## config.mk

```make
export PLATFORM = sky130hd
export DESIGN_NAME = fpnew_issue_rob_flat
export DESIGN_NICKNAME = d
export VERILOG_FILES = /design/src/rtl/fpnew_pkg.sv /design/src/rtl/fpnew_issue_rob_if.sv /design/src/rtl/fpnew_rob_mem.sv /design/src/rtl/fpnew_issue_rob.sv /design/src/flat_wrapper.sv
export SDC_FILE = /design/constraint.sdc
export NUM_CORES = 1
export LEC_CHECK = 0
export CAP_MARGIN = 0
export CORE_AREA = 4 4 224 226
export DETAILED_ROUTE_END_ITERATION = 8
export DIE_AREA = 0 0 228 230
export PLACE_DENSITY_LB_ADDON = 0.15
export SLEW_MARGIN = 20
export SYNTH_ARGS = -nofsm -noshare
export SYNTH_HDL_FRONTEND = slang
export SYNTH_SLANG_ARGS = --single-unit
```

## constraint.sdc

```tcl
create_clock -name clk_i -period 13.65 [get_ports clk_i]
set_input_delay 2.73 -clock clk_i [delete_from_list [all_inputs] [get_ports clk_i]]
set_output_delay 2.73 -clock clk_i [all_outputs]
set_load 0.005 [all_outputs]
```

## src/rtl/fpnew_pkg.sv

```systemverilog
// FPU shared types: rounding modes, operations, formats and status flags.
// Latency: none, type definitions only.
// Backpressure: not applicable.
// Ports: none.
package fpnew_pkg;

  typedef enum logic [2:0] {
    FP32    = 3'd0,
    FP64    = 3'd1,
    FP16    = 3'd2,
    E5M2    = 3'd3,
    FP16ALT = 3'd4
  } fp_format_e;

  typedef enum logic [1:0] {
    INT8  = 2'd0,
    INT16 = 2'd1,
    INT32 = 2'd2,
    INT64 = 2'd3
  } int_format_e;

  typedef enum logic [2:0] {
    RNE = 3'b000,
    RTZ = 3'b001,
    RDN = 3'b010,
    RUP = 3'b011,
    RMM = 3'b100,
    ROD = 3'b101,
    DYN = 3'b111
  } roundmode_e;

  typedef enum logic [3:0] {
    FMADD, FNMSUB, ADD, MUL, DIV, SQRT, SGNJ, MINMAX,
    CMP, CLASSIFY, F2F, F2I, I2F, CPKAB, CPKCD
  } operation_e;

  typedef struct packed {
    logic NV;
    logic DZ;
    logic OF;
    logic UF;
    logic NX;
  } status_t;

endpackage

```

## src/rtl/fpnew_issue_rob_if.sv

```systemverilog
// Bundle of core request, FPU issue/return and in-order response signals.
// Latency: none, wiring only.
// Backpressure: valid/ready on request, FPU input, FPU output and response.
// Modports: slave = issue ROB side, master = surrounding core/FPU side.
interface fpnew_issue_rob_if #(
  parameter int unsigned Width   = 64,
  parameter int unsigned NumTags = 4
);
  import fpnew_pkg::*;

  localparam int unsigned TagW = $clog2(NumTags);

  // core request
  logic                  req_valid_i;
  logic                  req_ready_o;
  logic [2:0][Width-1:0] req_operands_i;
  roundmode_e            req_rnd_mode_i;
  operation_e            req_op_i;
  logic                  req_op_mod_i;
  fp_format_e            req_src_fmt_i;
  fp_format_e            req_dst_fmt_i;
  int_format_e           req_int_fmt_i;
  logic                  req_vectorial_op_i;

  // FPU input side
  logic [2:0][Width-1:0] fpu_operands_o;
  roundmode_e            fpu_rnd_mode_o;
  operation_e            fpu_op_o;
  logic                  fpu_op_mod_o;
  fp_format_e            fpu_src_fmt_o;
  fp_format_e            fpu_dst_fmt_o;
  int_format_e           fpu_int_fmt_o;
  logic                  fpu_vectorial_op_o;
  logic [TagW-1:0]       fpu_tag_o;
  logic                  fpu_valid_o;
  logic                  fpu_in_ready_i;
  logic                  fpu_flush_o;

  // FPU output side
  logic [Width-1:0]      fpu_result_i;
  status_t               fpu_status_i;
  logic [TagW-1:0]       fpu_tag_i;
  logic                  fpu_out_valid_i;
  logic                  fpu_out_ready_o;
  logic                  fpu_busy_i;

  // control and in-order response
  logic                  flush_i;
  logic                  rsp_valid_o;
  logic                  rsp_ready_i;
  logic [Width-1:0]      rsp_result_o;
  status_t               rsp_status_o;
  logic                  spurious_o;
  logic                  busy_o;

  modport slave (
    input  req_valid_i, req_operands_i, req_rnd_mode_i, req_op_i, req_op_mod_i,
           req_src_fmt_i, req_dst_fmt_i, req_int_fmt_i, req_vectorial_op_i,
           fpu_in_ready_i, fpu_result_i, fpu_status_i, fpu_tag_i,
           fpu_out_valid_i, fpu_busy_i, flush_i, rsp_ready_i,
    output req_ready_o, fpu_operands_o, fpu_rnd_mode_o, fpu_op_o, fpu_op_mod_o,
           fpu_src_fmt_o, fpu_dst_fmt_o, fpu_int_fmt_o, fpu_vectorial_op_o,
           fpu_tag_o, fpu_valid_o, fpu_flush_o, fpu_out_ready_o,
           rsp_valid_o, rsp_result_o, rsp_status_o, spurious_o, busy_o
  );

  modport master (
    output req_valid_i, req_operands_i, req_rnd_mode_i, req_op_i, req_op_mod_i,
           req_src_fmt_i, req_dst_fmt_i, req_int_fmt_i, req_vectorial_op_i,
           fpu_in_ready_i, fpu_result_i, fpu_status_i, fpu_tag_i,
           fpu_out_valid_i, fpu_busy_i, flush_i, rsp_ready_i,
    input  req_ready_o, fpu_operands_o, fpu_rnd_mode_o, fpu_op_o, fpu_op_mod_o,
           fpu_src_fmt_o, fpu_dst_fmt_o, fpu_int_fmt_o, fpu_vectorial_op_o,
           fpu_tag_o, fpu_valid_o, fpu_flush_o, fpu_out_ready_o,
           rsp_valid_o, rsp_result_o, rsp_status_o, spurious_o, busy_o
  );

endinterface

```

## src/rtl/fpnew_rob_mem.sv

```systemverilog
// Reorder buffer payload storage: one entry per tag.
// Latency: write lands at the clock edge, read is combinational.
// Backpressure: none, write enable is owned by the caller.
// Ports: clk_i, we/waddr/wdata (tag-indexed write), raddr/rdata (retire read).
module fpnew_rob_mem #(
  parameter int unsigned NumTags = 4,
  parameter type         entry_t = logic,
  localparam int unsigned TagW   = $clog2(NumTags)
) (
  input  logic            clk_i,
  input  logic            we,
  input  logic [TagW-1:0] waddr,
  input  entry_t          wdata,
  input  logic [TagW-1:0] raddr,
  output entry_t          rdata
);

  // payload only; validity lives in the alloc/done flags of the owner
  entry_t mem [NumTags];

  always_ff @(posedge clk_i) begin
    if (we) begin
      mem[waddr] <= wdata;
    end
  end

  assign rdata = mem[raddr];

endmodule

```

## src/rtl/fpnew_issue_rob.sv

```systemverilog
// Tags FP ops toward the FPU and returns their results to the core in issue order.
// Latency: issue is combinational; a returned result is visible at rsp the next cycle.
// Backpressure: issue stalls when NumTags ops are in flight; rsp holds until rsp_ready_i.
// Ports: clk_i, rst_i (sync, active-high), bus (fpnew_issue_rob_if.slave).
module fpnew_issue_rob
  import fpnew_pkg::*;
#(
  parameter int unsigned Width   = 64,
  parameter int unsigned NumTags = 4
) (
  input  logic               clk_i,
  input  logic               rst_i,
  fpnew_issue_rob_if.slave   bus
);

  localparam int unsigned   TagW    = $clog2(NumTags);
  localparam logic [TagW:0] CntFull = NumTags[TagW:0];
  localparam logic [TagW:0] CntOne  = 1;
  localparam logic [TagW-1:0] PtrOne = 1;

  typedef struct packed {
    logic [Width-1:0] result;
    status_t          status;
  } rob_entry_t;

  logic [TagW-1:0]    wr_ptr, rd_ptr;
  logic [TagW:0]      count, count_nxt;
  logic [NumTags-1:0] alloc, done;

  logic       full, fpu_valid, rsp_valid;
  logic       issue, retire, res_hit, res_take;
  rob_entry_t wr_entry, rd_entry;

  // full comes from the registered count only, so a retire in this cycle
  // never frees a slot for an issue in the same cycle
  assign full = (count == CntFull);

  // valid must not look at fpu_in_ready_i: the FPU derives ready from valid
  assign fpu_valid = bus.req_valid_i & ~full & ~bus.flush_i & ~rst_i;
  assign issue     = fpu_valid & bus.fpu_in_ready_i;

  assign bus.fpu_valid_o = fpu_valid;
  assign bus.req_ready_o = bus.fpu_in_ready_i & ~full & ~bus.flush_i & ~rst_i;
  assign bus.fpu_tag_o   = wr_ptr;
  assign bus.fpu_flush_o = bus.flush_i;

  assign bus.fpu_operands_o     = bus.req_operands_i;
  assign bus.fpu_rnd_mode_o     = bus.req_rnd_mode_i;
  assign bus.fpu_op_o           = bus.req_op_i;
  assign bus.fpu_op_mod_o       = bus.req_op_mod_i;
  assign bus.fpu_src_fmt_o      = bus.req_src_fmt_i;
  assign bus.fpu_dst_fmt_o      = bus.req_dst_fmt_i;
  assign bus.fpu_int_fmt_o      = bus.req_int_fmt_i;
  assign bus.fpu_vectorial_op_o = bus.req_vectorial_op_i;

  // slots are reserved at issue, so the return path never needs to stall
  assign bus.fpu_out_ready_o = ~rst_i;

  // only an allocated, not-yet-completed tag may accept a result;
  // anything else (stale after flush, duplicate) is dropped and flagged
  assign res_hit        = alloc[bus.fpu_tag_i] & ~done[bus.fpu_tag_i];
  assign res_take       = bus.fpu_out_valid_i & res_hit & ~bus.flush_i & ~rst_i;
  assign bus.spurious_o = bus.fpu_out_valid_i & ~res_hit & ~rst_i;

  assign rsp_valid        = done[rd_ptr] & ~rst_i;
  assign retire           = rsp_valid & bus.rsp_ready_i & ~bus.flush_i;
  assign bus.rsp_valid_o  = rsp_valid;
  assign bus.rsp_result_o = rd_entry.result;
  assign bus.rsp_status_o = rd_entry.status;

  // count may hold stale contents during the first reset cycle, hence the gate
  assign bus.busy_o = (~rst_i & (count != '0)) | bus.fpu_busy_i;

  assign wr_entry.result = bus.fpu_result_i;
  assign wr_entry.status = bus.fpu_status_i;

  always_comb begin
    count_nxt = count;
    case ({issue, retire})
      2'b10:   count_nxt = count + CntOne;
      2'b01:   count_nxt = count - CntOne;
      default: count_nxt = count;
    endcase
  end

  // issue targets wr_ptr and retire targets rd_ptr; these coincide only when
  // the ROB is empty (no retire) or full (no issue), so the updates never collide
  always_ff @(posedge clk_i) begin
    if (rst_i || bus.flush_i) begin
      wr_ptr <= '0;
      rd_ptr <= '0;
      count  <= '0;
      alloc  <= '0;
      done   <= '0;
    end else begin
      if (issue) begin
        alloc[wr_ptr] <= 1'b1;
        done[wr_ptr]  <= 1'b0;
        wr_ptr        <= wr_ptr + PtrOne;
      end
      if (res_take) begin
        done[bus.fpu_tag_i] <= 1'b1;
      end
      if (retire) begin
        alloc[rd_ptr] <= 1'b0;
        done[rd_ptr]  <= 1'b0;
        rd_ptr        <= rd_ptr + PtrOne;
      end
      count <= count_nxt;
    end
  end

  fpnew_rob_mem #(
    .NumTags (NumTags),
    .entry_t (rob_entry_t)
  ) u_mem (
    .clk_i (clk_i),
    .we    (res_take),
    .waddr (bus.fpu_tag_i),
    .wdata (wr_entry),
    .raddr (rd_ptr),
    .rdata (rd_entry)
  );

endmodule
```

## src/flat_wrapper.sv

```systemverilog
// flat-port wrapper written by rule: the top's interface ports become plain ports
module fpnew_issue_rob_flat import fpnew_pkg::*;
#(
  parameter int unsigned Width   = 64,
  parameter int unsigned NumTags = 4
)
  (clk_i, rst_i, bus_req_valid_i, bus_req_operands_i, bus_req_rnd_mode_i, bus_req_op_i, bus_req_op_mod_i, bus_req_src_fmt_i, bus_req_dst_fmt_i, bus_req_int_fmt_i, bus_req_vectorial_op_i, bus_fpu_in_ready_i, bus_fpu_result_i, bus_fpu_status_i, bus_fpu_tag_i, bus_fpu_out_valid_i, bus_fpu_busy_i, bus_flush_i, bus_rsp_ready_i, bus_req_ready_o, bus_fpu_operands_o, bus_fpu_rnd_mode_o, bus_fpu_op_o, bus_fpu_op_mod_o, bus_fpu_src_fmt_o, bus_fpu_dst_fmt_o, bus_fpu_int_fmt_o, bus_fpu_vectorial_op_o, bus_fpu_tag_o, bus_fpu_valid_o, bus_fpu_flush_o, bus_fpu_out_ready_o, bus_rsp_valid_o, bus_rsp_result_o, bus_rsp_status_o, bus_spurious_o, bus_busy_o);
  fpnew_issue_rob_if #(.Width(Width), .NumTags(NumTags)) bus_i ();
  input  logic clk_i;
  input  logic rst_i;
  input wire logic [$bits(bus_i.req_valid_i)-1:0] bus_req_valid_i;
  input wire logic [$bits(bus_i.req_operands_i)-1:0] bus_req_operands_i;
  input wire logic [$bits(bus_i.req_rnd_mode_i)-1:0] bus_req_rnd_mode_i;
  input wire logic [$bits(bus_i.req_op_i)-1:0] bus_req_op_i;
  input wire logic [$bits(bus_i.req_op_mod_i)-1:0] bus_req_op_mod_i;
  input wire logic [$bits(bus_i.req_src_fmt_i)-1:0] bus_req_src_fmt_i;
  input wire logic [$bits(bus_i.req_dst_fmt_i)-1:0] bus_req_dst_fmt_i;
  input wire logic [$bits(bus_i.req_int_fmt_i)-1:0] bus_req_int_fmt_i;
  input wire logic [$bits(bus_i.req_vectorial_op_i)-1:0] bus_req_vectorial_op_i;
  input wire logic [$bits(bus_i.fpu_in_ready_i)-1:0] bus_fpu_in_ready_i;
  input wire logic [$bits(bus_i.fpu_result_i)-1:0] bus_fpu_result_i;
  input wire logic [$bits(bus_i.fpu_status_i)-1:0] bus_fpu_status_i;
  input wire logic [$bits(bus_i.fpu_tag_i)-1:0] bus_fpu_tag_i;
  input wire logic [$bits(bus_i.fpu_out_valid_i)-1:0] bus_fpu_out_valid_i;
  input wire logic [$bits(bus_i.fpu_busy_i)-1:0] bus_fpu_busy_i;
  input wire logic [$bits(bus_i.flush_i)-1:0] bus_flush_i;
  input wire logic [$bits(bus_i.rsp_ready_i)-1:0] bus_rsp_ready_i;
  output wire logic [$bits(bus_i.req_ready_o)-1:0] bus_req_ready_o;
  output wire logic [$bits(bus_i.fpu_operands_o)-1:0] bus_fpu_operands_o;
  output wire logic [$bits(bus_i.fpu_rnd_mode_o)-1:0] bus_fpu_rnd_mode_o;
  output wire logic [$bits(bus_i.fpu_op_o)-1:0] bus_fpu_op_o;
  output wire logic [$bits(bus_i.fpu_op_mod_o)-1:0] bus_fpu_op_mod_o;
  output wire logic [$bits(bus_i.fpu_src_fmt_o)-1:0] bus_fpu_src_fmt_o;
  output wire logic [$bits(bus_i.fpu_dst_fmt_o)-1:0] bus_fpu_dst_fmt_o;
  output wire logic [$bits(bus_i.fpu_int_fmt_o)-1:0] bus_fpu_int_fmt_o;
  output wire logic [$bits(bus_i.fpu_vectorial_op_o)-1:0] bus_fpu_vectorial_op_o;
  output wire logic [$bits(bus_i.fpu_tag_o)-1:0] bus_fpu_tag_o;
  output wire logic [$bits(bus_i.fpu_valid_o)-1:0] bus_fpu_valid_o;
  output wire logic [$bits(bus_i.fpu_flush_o)-1:0] bus_fpu_flush_o;
  output wire logic [$bits(bus_i.fpu_out_ready_o)-1:0] bus_fpu_out_ready_o;
  output wire logic [$bits(bus_i.rsp_valid_o)-1:0] bus_rsp_valid_o;
  output wire logic [$bits(bus_i.rsp_result_o)-1:0] bus_rsp_result_o;
  output wire logic [$bits(bus_i.rsp_status_o)-1:0] bus_rsp_status_o;
  output wire logic [$bits(bus_i.spurious_o)-1:0] bus_spurious_o;
  output wire logic [$bits(bus_i.busy_o)-1:0] bus_busy_o;
  assign bus_i.req_valid_i = bus_req_valid_i;
  assign bus_i.req_operands_i = bus_req_operands_i;
  assign bus_i.req_rnd_mode_i = bus_req_rnd_mode_i;
  assign bus_i.req_op_i = bus_req_op_i;
  assign bus_i.req_op_mod_i = bus_req_op_mod_i;
  assign bus_i.req_src_fmt_i = bus_req_src_fmt_i;
  assign bus_i.req_dst_fmt_i = bus_req_dst_fmt_i;
  assign bus_i.req_int_fmt_i = bus_req_int_fmt_i;
  assign bus_i.req_vectorial_op_i = bus_req_vectorial_op_i;
  assign bus_i.fpu_in_ready_i = bus_fpu_in_ready_i;
  assign bus_i.fpu_result_i = bus_fpu_result_i;
  assign bus_i.fpu_status_i = bus_fpu_status_i;
  assign bus_i.fpu_tag_i = bus_fpu_tag_i;
  assign bus_i.fpu_out_valid_i = bus_fpu_out_valid_i;
  assign bus_i.fpu_busy_i = bus_fpu_busy_i;
  assign bus_i.flush_i = bus_flush_i;
  assign bus_i.rsp_ready_i = bus_rsp_ready_i;
  assign bus_req_ready_o = bus_i.req_ready_o;
  assign bus_fpu_operands_o = bus_i.fpu_operands_o;
  assign bus_fpu_rnd_mode_o = bus_i.fpu_rnd_mode_o;
  assign bus_fpu_op_o = bus_i.fpu_op_o;
  assign bus_fpu_op_mod_o = bus_i.fpu_op_mod_o;
  assign bus_fpu_src_fmt_o = bus_i.fpu_src_fmt_o;
  assign bus_fpu_dst_fmt_o = bus_i.fpu_dst_fmt_o;
  assign bus_fpu_int_fmt_o = bus_i.fpu_int_fmt_o;
  assign bus_fpu_vectorial_op_o = bus_i.fpu_vectorial_op_o;
  assign bus_fpu_tag_o = bus_i.fpu_tag_o;
  assign bus_fpu_valid_o = bus_i.fpu_valid_o;
  assign bus_fpu_flush_o = bus_i.fpu_flush_o;
  assign bus_fpu_out_ready_o = bus_i.fpu_out_ready_o;
  assign bus_rsp_valid_o = bus_i.rsp_valid_o;
  assign bus_rsp_result_o = bus_i.rsp_result_o;
  assign bus_rsp_status_o = bus_i.rsp_status_o;
  assign bus_spurious_o = bus_i.spurious_o;
  assign bus_busy_o = bus_i.busy_o;
  fpnew_issue_rob #(.Width(Width), .NumTags(NumTags)) u_core (.clk_i(clk_i), .rst_i(rst_i), .bus(bus_i));
endmodule
```

; Word-level counts from Yosys, hierarchy flattened
; Memory sizes are Yosys's and may differ from the RTL's. A register that Yosys moved wholly into a read port is not among the register bits.
; Index checks and enable logic that the tools add are counted.
[word_totals]
regBits = 15
ram_bits = 276
in_bits = 288
out_inout_bits = 287
word_cells = 80
mem_count = 1
[classes]
add_sub_neg = 4
n_lt_le_gt_ge = 6
n_eq_ne = 3
n_mux = 25
bitwise = 30
reduce_logical = 6
[mem_list]
columns = memory, words, width, rd, rd_ports_with_merged_regs, wr, line
row1 = u_core.u_mem.mem, 4, 69, 1, 1, 1, fpnew_rob_mem.sv:19  ; entry_t mem [NumTags];
[ops]
columns = operator, n
row1 = 4-bit 2-to-1 mux, 8
row2 = 1-bit AND, 17
row3 = 4-bit AND, 3
row4 = 2-bit by 3-bit less-than comparator with 1-bit output (second input constant), 3
row5 = 1-bit 2-to-1 mux, 8
row6 = 4-bit NOT, 2
row7 = 4-bit bitwise OR, 2
row8 = 1-bit binary-select mux with 2-bit select, 3
row9 = 1-bit demux with 2-bit select, 3
row10 = 2-bit by 1-bit greater-or-equal comparator with 1-bit output (second input constant), 3
row11 = 3-bit case mux with 2 select lines, 1
row12 = 1-bit NOT, 5
row13 = 2-bit by 1-bit adder with 2-bit output (second input constant), 2
row14 = 2-bit 2-to-1 mux, 2
row15 = 3-bit by 1-bit adder with 3-bit output (second input constant), 1
row16 = 3-bit == test (second input constant), 1
row17 = 1-bit logical AND, 3
row18 = 3-bit nonzero test, 1
row19 = 3-bit by 1-bit subtractor with 3-bit output (second input constant), 1
row20 = 2-bit by 1-bit == test with 1-bit output (second input constant), 1
row21 = 2-bit == test (second input constant), 1
row22 = 2-bit nonzero test, 1
row23 = 1-bit logical OR, 1
row24 = 1-bit bitwise OR, 1

; Logic depth before layout (Yosys ltp)
; Gate-level depths: netlist of run 1.
[logic_depth]
ltp_word = 13
ltp_mapped = 11
ltp_nobuf = 9

; Hierarchy
; Synthesis of run 1 repeated with hierarchy kept, for this count alone.
[unflattened]
hier_cells = 689
area_unflattened_um2 = 12559.5
[by_module_without_submodules]
columns = mod, instances, cells_each, area_each_um2, seq_area_each_um2
row1 = fpnew_rob_mem, 1, 365, 9995.8, 8287.9
row2 = fpnew_issue_rob, 1, 324, 2563.7, 300.3

; Least setup slack after synthesis of run 1
; Ideal clock, no wire load.
[synth_path]
path_type = input port to flip-flop
from = input bus_fpu_tag_i[1]
to = memory u_core.u_mem.mem[0][0] (netlist bit), enable pin
setup_ns = 0.677
t_arrival_ns = 9.723
required_time_ns = 12.973
setup_slack_ns = 3.250
cell_stages = 2
n_path_buf = 0
path_cell_list = or3b_1 -> nor4_1
[synth_via]
elab_chain_cells = 9
elab_cells_between_ends = 11
classes_between = 6 x mux / 5 x bitwise
[synth_lines]
columns = element, line
row1 = start: declaration, flat_wrapper.sv:23  ; input wire logic [$bits(bus_i.fpu_tag_i)-1:0] bus_fpu_tag_i;
row2 = 1-bit binary-select mux with 2-bit select, fpnew_issue_rob.sv:61  ; assign res_hit = alloc[bus.fpu_tag_i] & ~done[bus.fpu_tag_i];
row3 = 1-bit 2-to-1 mux (implied by the code), fpnew_issue_rob.sv:61
row4 = 1-bit NOT, fpnew_issue_rob.sv:61
row5 = 1-bit AND, fpnew_issue_rob.sv:61
row6 = 1-bit AND (3 in a row), fpnew_issue_rob.sv:62  ; assign res_take = bus.fpu_out_valid_i & res_hit & ~bus.flush_i & ~rst_i;
row7 = 1-bit 2-to-1 mux, fpnew_rob_mem.sv:22  ; if (we) begin
row8 = 1-bit 2-to-1 mux (implied by the code), fpnew_rob_mem.sv:23  ; mem[waddr] <= wdata;
row9 = end: declaration, fpnew_rob_mem.sv:19
; Parallel ways exist; a longest one is shown, timed or not. The select of a mux whose other input is x is not followed.

; Final worst setup path of run 1
[layout_path]
from = input bus_fpu_tag_i[1]
to = output bus_spurious_o
[layout_via]
elab_chain_cells = 7
elab_cells_between_ends = 9
classes_between = 4 x mux / 5 x bitwise
[layout_lines]
columns = element, line
row1 = 1-bit binary-select mux with 2-bit select, fpnew_issue_rob.sv:61
row2 = 1-bit 2-to-1 mux (implied by the code), fpnew_issue_rob.sv:61
row3 = 1-bit NOT, fpnew_issue_rob.sv:61
row4 = 1-bit AND *, fpnew_issue_rob.sv:61
row5 = 1-bit NOT *, fpnew_issue_rob.sv:63  ; assign bus.spurious_o = bus.fpu_out_valid_i & ~res_hit & ~rst_i;
row6 = 1-bit AND * (2 in a row), fpnew_issue_rob.sv:63
row7 = end: declaration, flat_wrapper.sv:44  ; output wire logic [$bits(bus_i.spurious_o)-1:0] bus_spurious_o;
; Mark *: on every way between the ends. The rest lies on a longest branch, timed or not. The select of a mux whose other input is x is not followed.

==> summary.md, run 1 <==
| Metric | Value |
|---|---|
| Outcome | `completed` |
| Synth Area per Inst | `18.4 um2` |
| Minimum hold slack | `506 ps` |
| CTS max path bufs | `3` |
| Max-cap violation count | `0` |
| Most used cell along the critical path | `clkdlybuf4s50_1` |
| Die W | `228 um` |
| Synth async-reset ratio | `0%` |
| Hold Buf Count CTS | `0` |
| Slew @ Worst Pin | `911 ps` |
| Setup bufs post-CTS | `0` |
| CP required | `10920 ps` |
| Yosys warns | `0` |
| Initial antenna violation count | `1` |
| CP Cell Sequence | `clkdlybuf4s50_1, or3b_1, a21oi_1, nor4b_1, clkdlybuf4s50_1` |
| First-pass GRT wire length | `60.2 mm` |
| Fillers | `4701` |
| DR pass1 iterations | `4` |
| Initial core utilization | `25.9%` |
| Clk sinks | `293` |
| Vias in the first global route | `6217` |
| Die height | `230 um` |
| Slowest library cell on the worst path | `clkdlybuf4s50_1` |
| Crit path max-delay family | `buffers and inverters` |
| Worst Hold Launch | `u_core.alloc[1]` |
| Internal cell power | `0.00152 W` |
| Slew Limit Headroom | `39.3%` |
| Hold crit path type | `flip-flop to flip-flop` |
| Setup Viol. Count Final | `0` |
| Mapped Cells | `681` |
| Sw Ratio | `19.4%` |
| DR iter-0 viols | `324` |
| Synthesized area | `12500 um2` |
| Yosys cell types | `41` |
| Layout cell share with drive strength beyond 1 | `19.8%` |
| N_diodes | `0` |
| VDD IR-drop max | `61.0 uV` |
| Vias/cell | `4.39` |
| Die ar. | `52400 um2` |
| Total Wirelength | `45.8 mm` |
| Min cycle time layout | `7730 ps` |
| Area after DPL | `13200 um2` |
| I/O Buffers | `156` |
| Combinational power share | `2.1%` |
| Number of enable flip-flop cells after synthesis | `276` |
| CTS buffer count | `35` |
| Row count | `81` |
| Largest net degree at the start of global routing | `53` |
| Seq cells post-synth | `293` |
| Critical path origin | `bus_fpu_tag_i[1]` |
| DP Cell Count | `1238` |
| GP Congestion | `0.800` |
| CP arrival | `5000 ps` |
| Total GRT Usage | `16.9%` |
| PnR worst setup slack | `5920 ps` |
| Psw | `0.000366 W` |
| Power density cells | `132 nW/um2` |
| Ports | `575` |
| Fin crit share | `56.6%` |
| Post-route cell area | `14300 um2` |
| Unrepaired setup endpoints after global routing | `no` |
| Routed len/inst | `35.2 um` |
| Startpoint type of the worst setup path | `input port` |
| Worst-path clk slew | `60 ps` |
| Multi-input gate area | `2180 um2` |
| Antenna-violating nets left | `0` |
| Residual DRC | `0` |
| Ys flop type | `edfxtp_1` |
| Fin. Hold Viols | `0` |
| Hpwl dp | `35.1 mm` |
| Crit Path Category | `input port to output port` |
| Core Area | `48300 um2` |
| Final Max Slew Viols | `0` |
| H-tree depth | `2` |
| Clock power frac | `46.0%` |
| Max incr delay on CP | `670 ps` |
| CP Buf/Inv Count | `2` |
| Sequential fraction of the synthesis area | `69.0%` |
| TritonCTS clock tree | `yes` |
| Vias | `5709` |
| Setup TNS | `0 ps` |
| R2r setup slk | `10960 ps` |
| Clk_lat worst skew | `530 ps` |
| Post-cts sizing count | `0` |
| Seq pwr share | `52.0%` |
| F_max | `0.129 GHz` |
| Total grt overflow | `0` |
| CP endpoint kind | `output port` |
| Synthesis-to-layout area growth | `14.5%` |
| Register Area | `8640 um2` |
| Lkg Pwr | `4.34 nW` |
| Finished Layout Cells | `1300` |
| Final Skew | `18.0 ps` |
| Crit-path max FO | `8` |
| Reg-to-reg startpoint | `u_core.rd_ptr[0]` |
| Post-Syn Nets | `979` |
| Post-Place Worst Slack | `6040 ps` |
| Fin nets | `951` |
| Clock root cell | `clkbuf_16` |
[worst register-to-register path, stage by stage (launching register included)]
cell	delay (ps)
dfxtp_1	490
mux2i_1	190
o2bb2ai_2	340
and2_1	220
ha_1	210
inv_1	80
fa_1	430
xor2_1	170
or3_1	330
a21oi_1	160
[per-layer routing]
layer / part of all wire (%) / wire length, um / vias to the layer above / global-route usage [%]
li1: - / - / 2324 / -
met1: 28 / 12900 / 2838 / 14.0
met2: 44 / 20100 / 464 / 25.2
met3: 25 / 11600 / 79 / 20.7
met4: 2.4 / 1100 / 4 / 4.50
met5: 0.24 / 108 / - / 1.65
[power by group through the flow]
| stage | clock network [W] | registers (W) | logic [W] |
|---|---|---|---|
| after floorplan | 0 | 0.00100 | 0.0000540 |
| after global placement | 0 | 0.00100 | 0.0000373 |
| after detailed placement | 0 | 0.00100 | 0.0000392 |
| after CTS | 0.000904 | 0.000982 | 0.0000394 |
| after global routing | 0.000940 | 0.000981 | 0.0000422 |
| final | 0.000869 | 0.000982 | 0.0000393 |
[cells by family after synthesis]
kind of cell	Yosys count	share of synthesized area [%]
DFF	293	69.0
adders and majority gates	10	1.06
buffers and inverters	239	13.7
muxes	71	12.6
xor gates and xnor gates	4	0.280
AOI/OAI and AO/OA	31	1.79
and+or+nand+nor	33	1.53
[stage by stage]
stage	util [%]	total power, W
floorplan	-	0.00106
global placement	27.4	0.00104
detailed placement	27.4	0.00104
CTS	29.6	0.00193
global route	29.6	0.00196
finish	29.6	0.00189
[worst paths after layout]
path / end / depth (start not counted)
hold / removal: u_core.alloc[1] / 2
setup reg to reg: u_core.count[2] / 9
setup / recovery: bus_spurious_o / 5
hold reg to reg: u_core.alloc[1] / 2
[flip-flops by register name (all words and copies together) (netlist names), named ones only]
| name | flops |
|---|---|
| u_core.done | 4 |
| u_core.count | 3 |
| u_core.u_mem.mem | 276 |
| u_core.alloc | 4 |
| u_core.rd_ptr | 2 |
| u_core.bus.fpu_tag_o | 2 |
[area by class of cell]
type,count,share of cell area [%]
timing repair buffer,164,11.3
tap,622,5.44
sequential,293,60.3
inverter,10,0.262
multi-input combinational,149,15.2
clock buffer,44,6.49
clock inverter,18,0.970
[placed cells by master (no fill, tap or decap), types with 2 or more instances in the layout]
master,synthesis,routed
edfxtp_1,276,276
clkdlybuf4s50_1,0,156
mux4_2,69,69
clkbuf_16,0,35
dfxtp_1,17,15
a21oi_1,12,12
inv_1,10,10
nor2_1,9,9
ha_1,9,9
clkinv_1,0,9
buf_4,212,8
clkbuf_1,6,7
nand2_1,5,5
nor2b_1,4,4
a21boi_0,4,4
o21a_1,4,4
clkinv_2,0,4
and2_1,3,3
nand3b_1,2,2
or3b_1,2,2
and4_4,0,2
xor2_1,2,2
xnor2_1,2,2
o21ai_0,2,2
dfxtp_4,0,2
bufinv_16,0,2
clkbuf_8,0,2
[cell usage after synthesis, types with 2 or more instances]
cell type / n / area share, %
o21a_1: 4 / 0.24
ha_1: 9 / 0.90
xnor2_1: 2 / 0.14
or3b_1: 2 / 0.14
nand3b_1: 2 / 0.12
and2_1: 3 / 0.15
inv_1: 10 / 0.30
o21ai_0: 2 / 0.080
clkbuf_1: 6 / 0.18
dfxtp_1: 17 / 2.7
buf_2: 8 / 0.32
buf_4: 212 / 13
a21boi_0: 4 / 0.24
mux4_2: 69 / 12
nand2_1: 5 / 0.15
edfxtp_1: 276 / 66
nor2_1: 9 / 0.27
and4_1: 2 / 0.14
nor2b_1: 4 / 0.20
a21oi_1: 12 / 0.48
buf_6: 2 / 0.18
xor2_1: 2 / 0.14
Note: power is estimated with default switching activity, not from simulation.
==> run 2, diff against run 1 <==
==> constraint.sdc (replaced) <==
create_clock -name clk_i -period 8 [get_ports clk_i]
set_input_delay 1.6 -clock clk_i [delete_from_list [all_inputs] [get_ports clk_i]]
set_output_delay 1.6 -clock clk_i [all_outputs]
set_load 0.005 [all_outputs]
==> summary.md, run 2 (synthesis results as in run 1) <==
| Metric | Value |
|---|---|
| N_diodes | `0 (unchanged)` |
| Sw Ratio | `18.7% (was 19.4%)` |
| GP Congestion | `0.813 (was 0.800)` |
| CP endpoint kind | `output port (unchanged)` |
| Ports | `575 (unchanged)` |
| Total GRT Usage | `16.2% (was 16.9%)` |
| Most common cell after layout, fill and taps aside | `edfxtp_1 (unchanged)` |
| Clk sinks | `293 (unchanged)` |
| CP Buf/Inv Count | `2 (unchanged)` |
| Post-cts sizing count | `0 (unchanged)` |
| Biggest register | `u_core.u_mem.mem (unchanged)` |
| Hold crit path type | `flip-flop to flip-flop (unchanged)` |
| Vias/cell | `4.42 (was 4.39)` |
| FF-to-FF End | `u_core.u_mem.mem[1][42] (was u_core.count[2])` |
| Synthesis-to-layout area growth | `15.0% (was 14.5%)` |
| Layout cell share with drive strength beyond 1 | `20.0% (was 19.8%)` |
| Slew @ Worst Pin | `859 ps (was 911 ps)` |
| Max-cap violation count | `0 (unchanged)` |
| Reg-to-reg startpoint | `u_core.alloc[1] (was u_core.rd_ptr[0])` |
| Vias | `5736 (was 5709)` |
| Worst Hold Launch | `u_core.alloc[0] (was u_core.alloc[1])` |
| Largest register FFs | `276 (unchanged)` |
| CP required | `6400 ps (was 10920 ps)` |
| Setup TNS | `0 ps (unchanged)` |
| Die height | `230 um (unchanged)` |
| Die W | `228 um (unchanged)` |
| Vias in the first global route | `6278 (was 6217)` |
| Routed len/inst | `33.9 um (was 35.2 um)` |
| Crit Path Category | `input port to output port (unchanged)` |
| Internal cell power | `0.00267 W (was 0.00152 W)` |
| Worst-path clk slew | `60 ps (about the same)` |
| Lkg Pwr | `4.37 nW (was 4.34 nW)` |
| Final Core Density | `29.8% (was 29.6%)` |
| Minimum hold slack | `520 ps (was 506 ps)` |
| Antenna-violating nets left | `0 (unchanged)` |
| Outcome | `completed (unchanged)` |
| CTS max path bufs | `3 (unchanged)` |
| TritonCTS clock tree | `yes (unchanged)` |
| First-pass GRT wire length | `58.1 mm (was 60.2 mm)` |
| Hold Buf Count CTS | `0 (unchanged)` |
| Final Skew | `18.3 ps (was 18.0 ps)` |
| Cells on worst reg2reg path | `5 (was 9)` |
| Row count | `81 (unchanged)` |
| Slowest library cell on the worst path | `clkdlybuf4s50_1 (unchanged)` |
| Fin. Hold Viols | `0 (unchanged)` |
| R2r setup slk | `5260 ps (was 10960 ps)` |
| CP Cell Sequence | `clkdlybuf4s50_1, or2_1, a21oi_1, and2_1, clkdlybuf4s50_1 (was clkdlybuf4s50_1, or3b_1, a21oi_1, nor4b_1, clkdlybuf4s50_1)` |
| Seq pwr share | `51.0% (was 52.0%)` |
| Core Area | `48300 um2 (unchanged)` |
| Psw | `0.000615 W (was 0.000366 W)` |
| Residual DRC | `0 (unchanged)` |
| Unrepaired setup endpoints after global routing | `no (unchanged)` |
| Most used cell along the critical path | `clkdlybuf4s50_1 (unchanged)` |
| Die ar. | `52400 um2 (unchanged)` |
| Total Wirelength | `44.1 mm (was 45.8 mm)` |
| Slew Limit Headroom | `42.8% (was 39.3%)` |
| DR iter-0 viols | `266 (was 324)` |
| Hpwl dp | `33.7 mm (was 35.1 mm)` |
| Fillers | `4693 (was 4701)` |
| DR pass1 iterations | `4 (unchanged)` |
| VDD IR-drop max | `99.2 uV (was 61.0 uV)` |
| Clock power frac | `47.0% (was 46.0%)` |
| F_max | `0.191 GHz` |
| H-tree depth | `2 (unchanged)` |
| Commonest non-fill, non-tap cells in the layout | `276 x edfxtp_1, 156 x clkdlybuf4s50_1, 69 x mux4_2 (unchanged)` |
| Initial core utilization | `25.9% (unchanged)` |
| Clk_lat worst skew | `510 ps (was 530 ps)` |
| Power density cells | `228 nW/um2 (was 132 nW/um2)` |
| Setup bufs post-CTS | `0 (unchanged)` |
| Fin nets | `950 (was 951)` |
| Total grt overflow | `0 (unchanged)` |
| Max incr delay on CP | `540 ps (was 670 ps)` |
| Hold worst-path end | `u_core.alloc[0] (was u_core.alloc[1])` |
| Startpoint type of the worst setup path | `input port (unchanged)` |
| PnR worst setup slack | `2760 ps (was 5920 ps)` |
| CTS buffer count | `34 (was 35)` |
| Clock root cell | `clkbuf_16 (unchanged)` |
| Initial antenna violation count | `1 (unchanged)` |
| Hold depth | `2 (unchanged)` |
| Setup Viol. Count Final | `0 (unchanged)` |
| Final Max Slew Viols | `0 (unchanged)` |
| Post-Place Worst Slack | `2770 ps (was 6040 ps)` |
| I/O Buffers | `156 (unchanged)` |
| Regs by FF count | `u_core.u_mem.mem x276, u_core.alloc x4, u_core.done x4 (unchanged)` |
| Crit-path max FO | `15 (was 8)` |
| Crit path max-delay family | `buffers and inverters (unchanged)` |
| Min cycle time layout | `5240 ps` |
| Largest net degree at the start of global routing | `50 (was 53)` |
| Total power | `0.00329 W (was 0.00189 W)` |
| Fin crit share | `65.5%` |
| CP arrival | `3640 ps (was 5000 ps)` |
| Combinational power share | `2.0% (was 2.1%)` |
-- run 2: layer usage --
metal,track usage [%],share of wire [%],vias up,wire (um)
li1,-,-,2322,-
met2,24.4,44,484,19600
met1,14.2,30,2857,13000
met5,3.77,0.63,-,277
met3,18.5,24,67,10500
met4,3.25,1.5,6,675
-- run 2: worst register-to-register path, cell delays in order (launching register included) --
cell      delay, ps
dfxtp_1         350
or3b_1          360
a21boi_1        260
nor3b_4         230
buf_4           360
buf_4           730
-- run 2: final cells by class --
cell class / instances / area (um2) / area share (%)
tap: 622 / 778 / 5.41
multi-input combinational: 149 / 2180 / 15.2
sequential: 293 / 8640 / 60.0
inverter: 10 / 37.5 / 0.261
timing repair buffer: 164 / 1620 / 11.3
clock inverter: 12 / 140 / 0.974
clock buffer: 48 / 987 / 6.86
-- run 2: worst max-delay path by stage --
stage                     startpoint                     end  slack [ps]  cells after the start
floorplan           bus_fpu_tag_i[1]  u_core.u_mem.mem[0][0]        1690                      2
global placement               rst_i         bus_fpu_valid_o        2780                      5
detailed placement             rst_i         bus_fpu_valid_o        2770                      5
CTS                            rst_i         bus_fpu_valid_o        2750                      5
global route                   rst_i         bus_fpu_valid_o        2640                      5
finish                         rst_i         bus_fpu_valid_o        2760                      5
-- run 2: metrics by stage --
step,std cells,cell area (um2)
after floorplan,681,12500
after global placement,1238,13300
after detailed placement,1238,13300
after CTS,1298,14400
after global routing,1298,14400
final,1298,14400
-- run 2: power by group through the flow --
stage	clock network, W	registers, W	logic [W]
after floorplan	0	0.00171	0.0000921
after global placement	0	0.00171	0.0000640
after detailed placement	0	0.00171	0.0000671
after CTS	0.00160	0.00167	0.0000677
after global routing	0.00166	0.00167	0.0000722
final	0.00154	0.00168	0.0000668
==> run 3, diff against run 2 <==
==> constraint.sdc (replaced) <==
create_clock -name clk_i -period 5.3 [get_ports clk_i]
set_input_delay 1.06 -clock clk_i [delete_from_list [all_inputs] [get_ports clk_i]]
set_output_delay 1.06 -clock clk_i [all_outputs]
set_load 0.005 [all_outputs]
==> summary.md, run 3 (synthesis results as in run 1) <==
| Metric | Value |
|---|---|
| Clk sinks | `293 (unchanged)` |
| Hpwl dp | `33.0 mm (was 33.7 mm)` |
| N_diodes | `0 (unchanged)` |
| Die W | `228 um (unchanged)` |
| First-pass GRT wire length | `57.6 mm (was 58.1 mm)` |
| Fin nets | `952 (was 950)` |
| CTS max path bufs | `3 (unchanged)` |
| Most common cell after layout, fill and taps aside | `edfxtp_1 (unchanged)` |
| Minimum hold slack | `513 ps (was 520 ps)` |
| Routed len/inst | `33.6 um (was 33.9 um)` |
| Min cycle time layout | `4520 ps` |
| Hold crit path type | `flip-flop to flip-flop (unchanged)` |
| Slew Limit Headroom | `36.3% (was 42.8%)` |
| CP arrival | `3460 ps (was 3640 ps)` |
| Final Skew | `19.1 ps (was 18.3 ps)` |
| Setup bufs post-CTS | `0 (unchanged)` |
| CP endpoint kind | `output port (unchanged)` |
| Die ar. | `52400 um2 (unchanged)` |
| Row count | `81 (unchanged)` |
| Total Wirelength | `43.6 mm (was 44.1 mm)` |
| Vias/cell | `4.48 (was 4.42)` |
| Fin. Hold Viols | `0 (unchanged)` |
| Multi-input gate area | `2180 um2 (unchanged)` |
| Residual DRC | `0 (unchanged)` |
| DR iter-0 viols | `247 (was 266)` |
| Post-cts sizing count | `0 (unchanged)` |
| Initial core utilization | `25.9% (unchanged)` |
| Vias in the first global route | `6257 (was 6278)` |
| Core Area | `48300 um2 (unchanged)` |
| Lkg Pwr | `4.34 nW (was 4.37 nW)` |
| Fillers | `4703 (was 4693)` |
| Clk_lat worst skew | `520 ps (was 510 ps)` |
| Fin crit share | `85.3%` |
| Commonest non-fill, non-tap cells in the layout | `276 x edfxtp_1, 156 x clkdlybuf4s50_1, 69 x mux4_2 (unchanged)` |
| DR pass1 iterations | `4 (unchanged)` |
| Regs by FF count | `u_core.u_mem.mem x276, u_core.alloc x4, u_core.done x4 (unchanged)` |
| Startpoint type of the worst setup path | `input port (unchanged)` |
| Total grt overflow | `0 (unchanged)` |
| Antenna-violating nets left | `0 (unchanged)` |
| Post-route cell area | `14300 um2 (was 14400 um2)` |
| Clock root cell | `clkbuf_16 (unchanged)` |
| Ports | `575 (unchanged)` |
| Final Core Density | `29.6% (was 29.8%)` |
| Setup Viol. Count Final | `0 (unchanged)` |
| TritonCTS clock tree | `yes (unchanged)` |
| I/O Buffers | `156 (unchanged)` |
| GP Congestion | `0.799 (was 0.813)` |
| Largest net degree at the start of global routing | `67 (was 50)` |
| Area after DPL | `13300 um2 (about the same)` |
| Initial antenna violation count | `0 (was 1)` |
| Die height | `230 um (unchanged)` |
| Hold Buf Count CTS | `0 (unchanged)` |
| Layout cell share with drive strength beyond 1 | `19.6% (was 20.0%)` |
| CTS buffer count | `34 (unchanged)` |
| Final Max Slew Viols | `0 (unchanged)` |
| Crit Path Category | `input port to output port (unchanged)` |
| Largest register FFs | `276 (unchanged)` |
| Power density cells | `335 nW/um2 (was 228 nW/um2)` |
| VDD IR-drop max | `164 uV (was 99.2 uV)` |
| Register Area | `8640 um2 (unchanged)` |
| F_max | `0.221 GHz` |
| Outcome | `completed (unchanged)` |
| Max-cap violation count | `0 (unchanged)` |
| Slew @ Worst Pin | `955 ps (was 859 ps)` |
| Synthesis-to-layout area growth | `14.6% (was 15.0%)` |
| Crit-path max FO | `8 (was 15)` |
| Unrepaired setup endpoints after global routing | `no (unchanged)` |
| Vias | `5807 (was 5736)` |
| Total GRT Usage | `16.0% (was 16.2%)` |
| Worst-path clk slew | `60 ps (about the same)` |
| Biggest register | `u_core.u_mem.mem (unchanged)` |
| CP required | `4240 ps (was 6400 ps)` |
| Setup TNS | `0 ps (unchanged)` |
| H-tree depth | `2 (unchanged)` |
run 3: cell types whose count changed in the layout (fill, tap and decap cells not counted), moves of 2 or more:
cell / change
inv_6: +2
clkbuf_1: -2
clkinv_1: +4
clkbuf_16: -3
clkinv_4: -2
clkbuf_8: -2
buf_12: +3
run 3: area by class of cell:
class                           instances  share of cell area [%]
Sequential cell                       293                    60.3
Clock buffer                           41                    6.12
Multi-Input combinational cell        149                    15.2
Inverter                               10                   0.262
Clock inverter                         16                   0.969
Tap cell                              622                    5.43
Timing Repair Buffer                  166                    11.7
run 3: path summary, 6_finish.rpt:
kind | slack, ps | startpoint | endpoint | cells past startpoint
max reg2reg | 2750 | u_core.rd_ptr[0] | u_core.count[2] | 9
min reg2reg | 510 | u_core.alloc[1] | u_core.alloc[1] | 2
max | 780 | bus_fpu_tag_i[1] | bus_spurious_o | 5
min | 510 | u_core.alloc[1] | u_core.alloc[1] | 2
run 3: critical path, stage by stage:
cell	delay [ps]
clkdlybuf4s50_1	730
or3b_1	260
a21oi_1	110
nor4b_1	650
clkdlybuf4s50_1	650
run 3: per-layer routing:
metal  routed length [um]  GRT usage (%)  up-vias
met2                19600           24.3      500
met4                  666           3.29        4
met5                   90           2.11        -
met1                13200           14.2     2899
li1                     -              -     2337
met3                10100           17.9       67
run 3: per-stage QoR:
step	setup slack (ps)	instances	total power (W)
after floorplan	458	681	0.00272
after global placement	787	1240	0.00268
after detailed placement	720	1240	0.00268
after CTS	714	1297	0.00488
after global routing	720	1297	0.00500
final	777	1297	0.00479
run 3: power by group:
group	switching, W	internal [W]	total (W)
clock	0.000887	0.00127	0.00216
sequential	0.000000509	0.00253	0.00253
combinational	0.0000450	0.0000595	0.000104
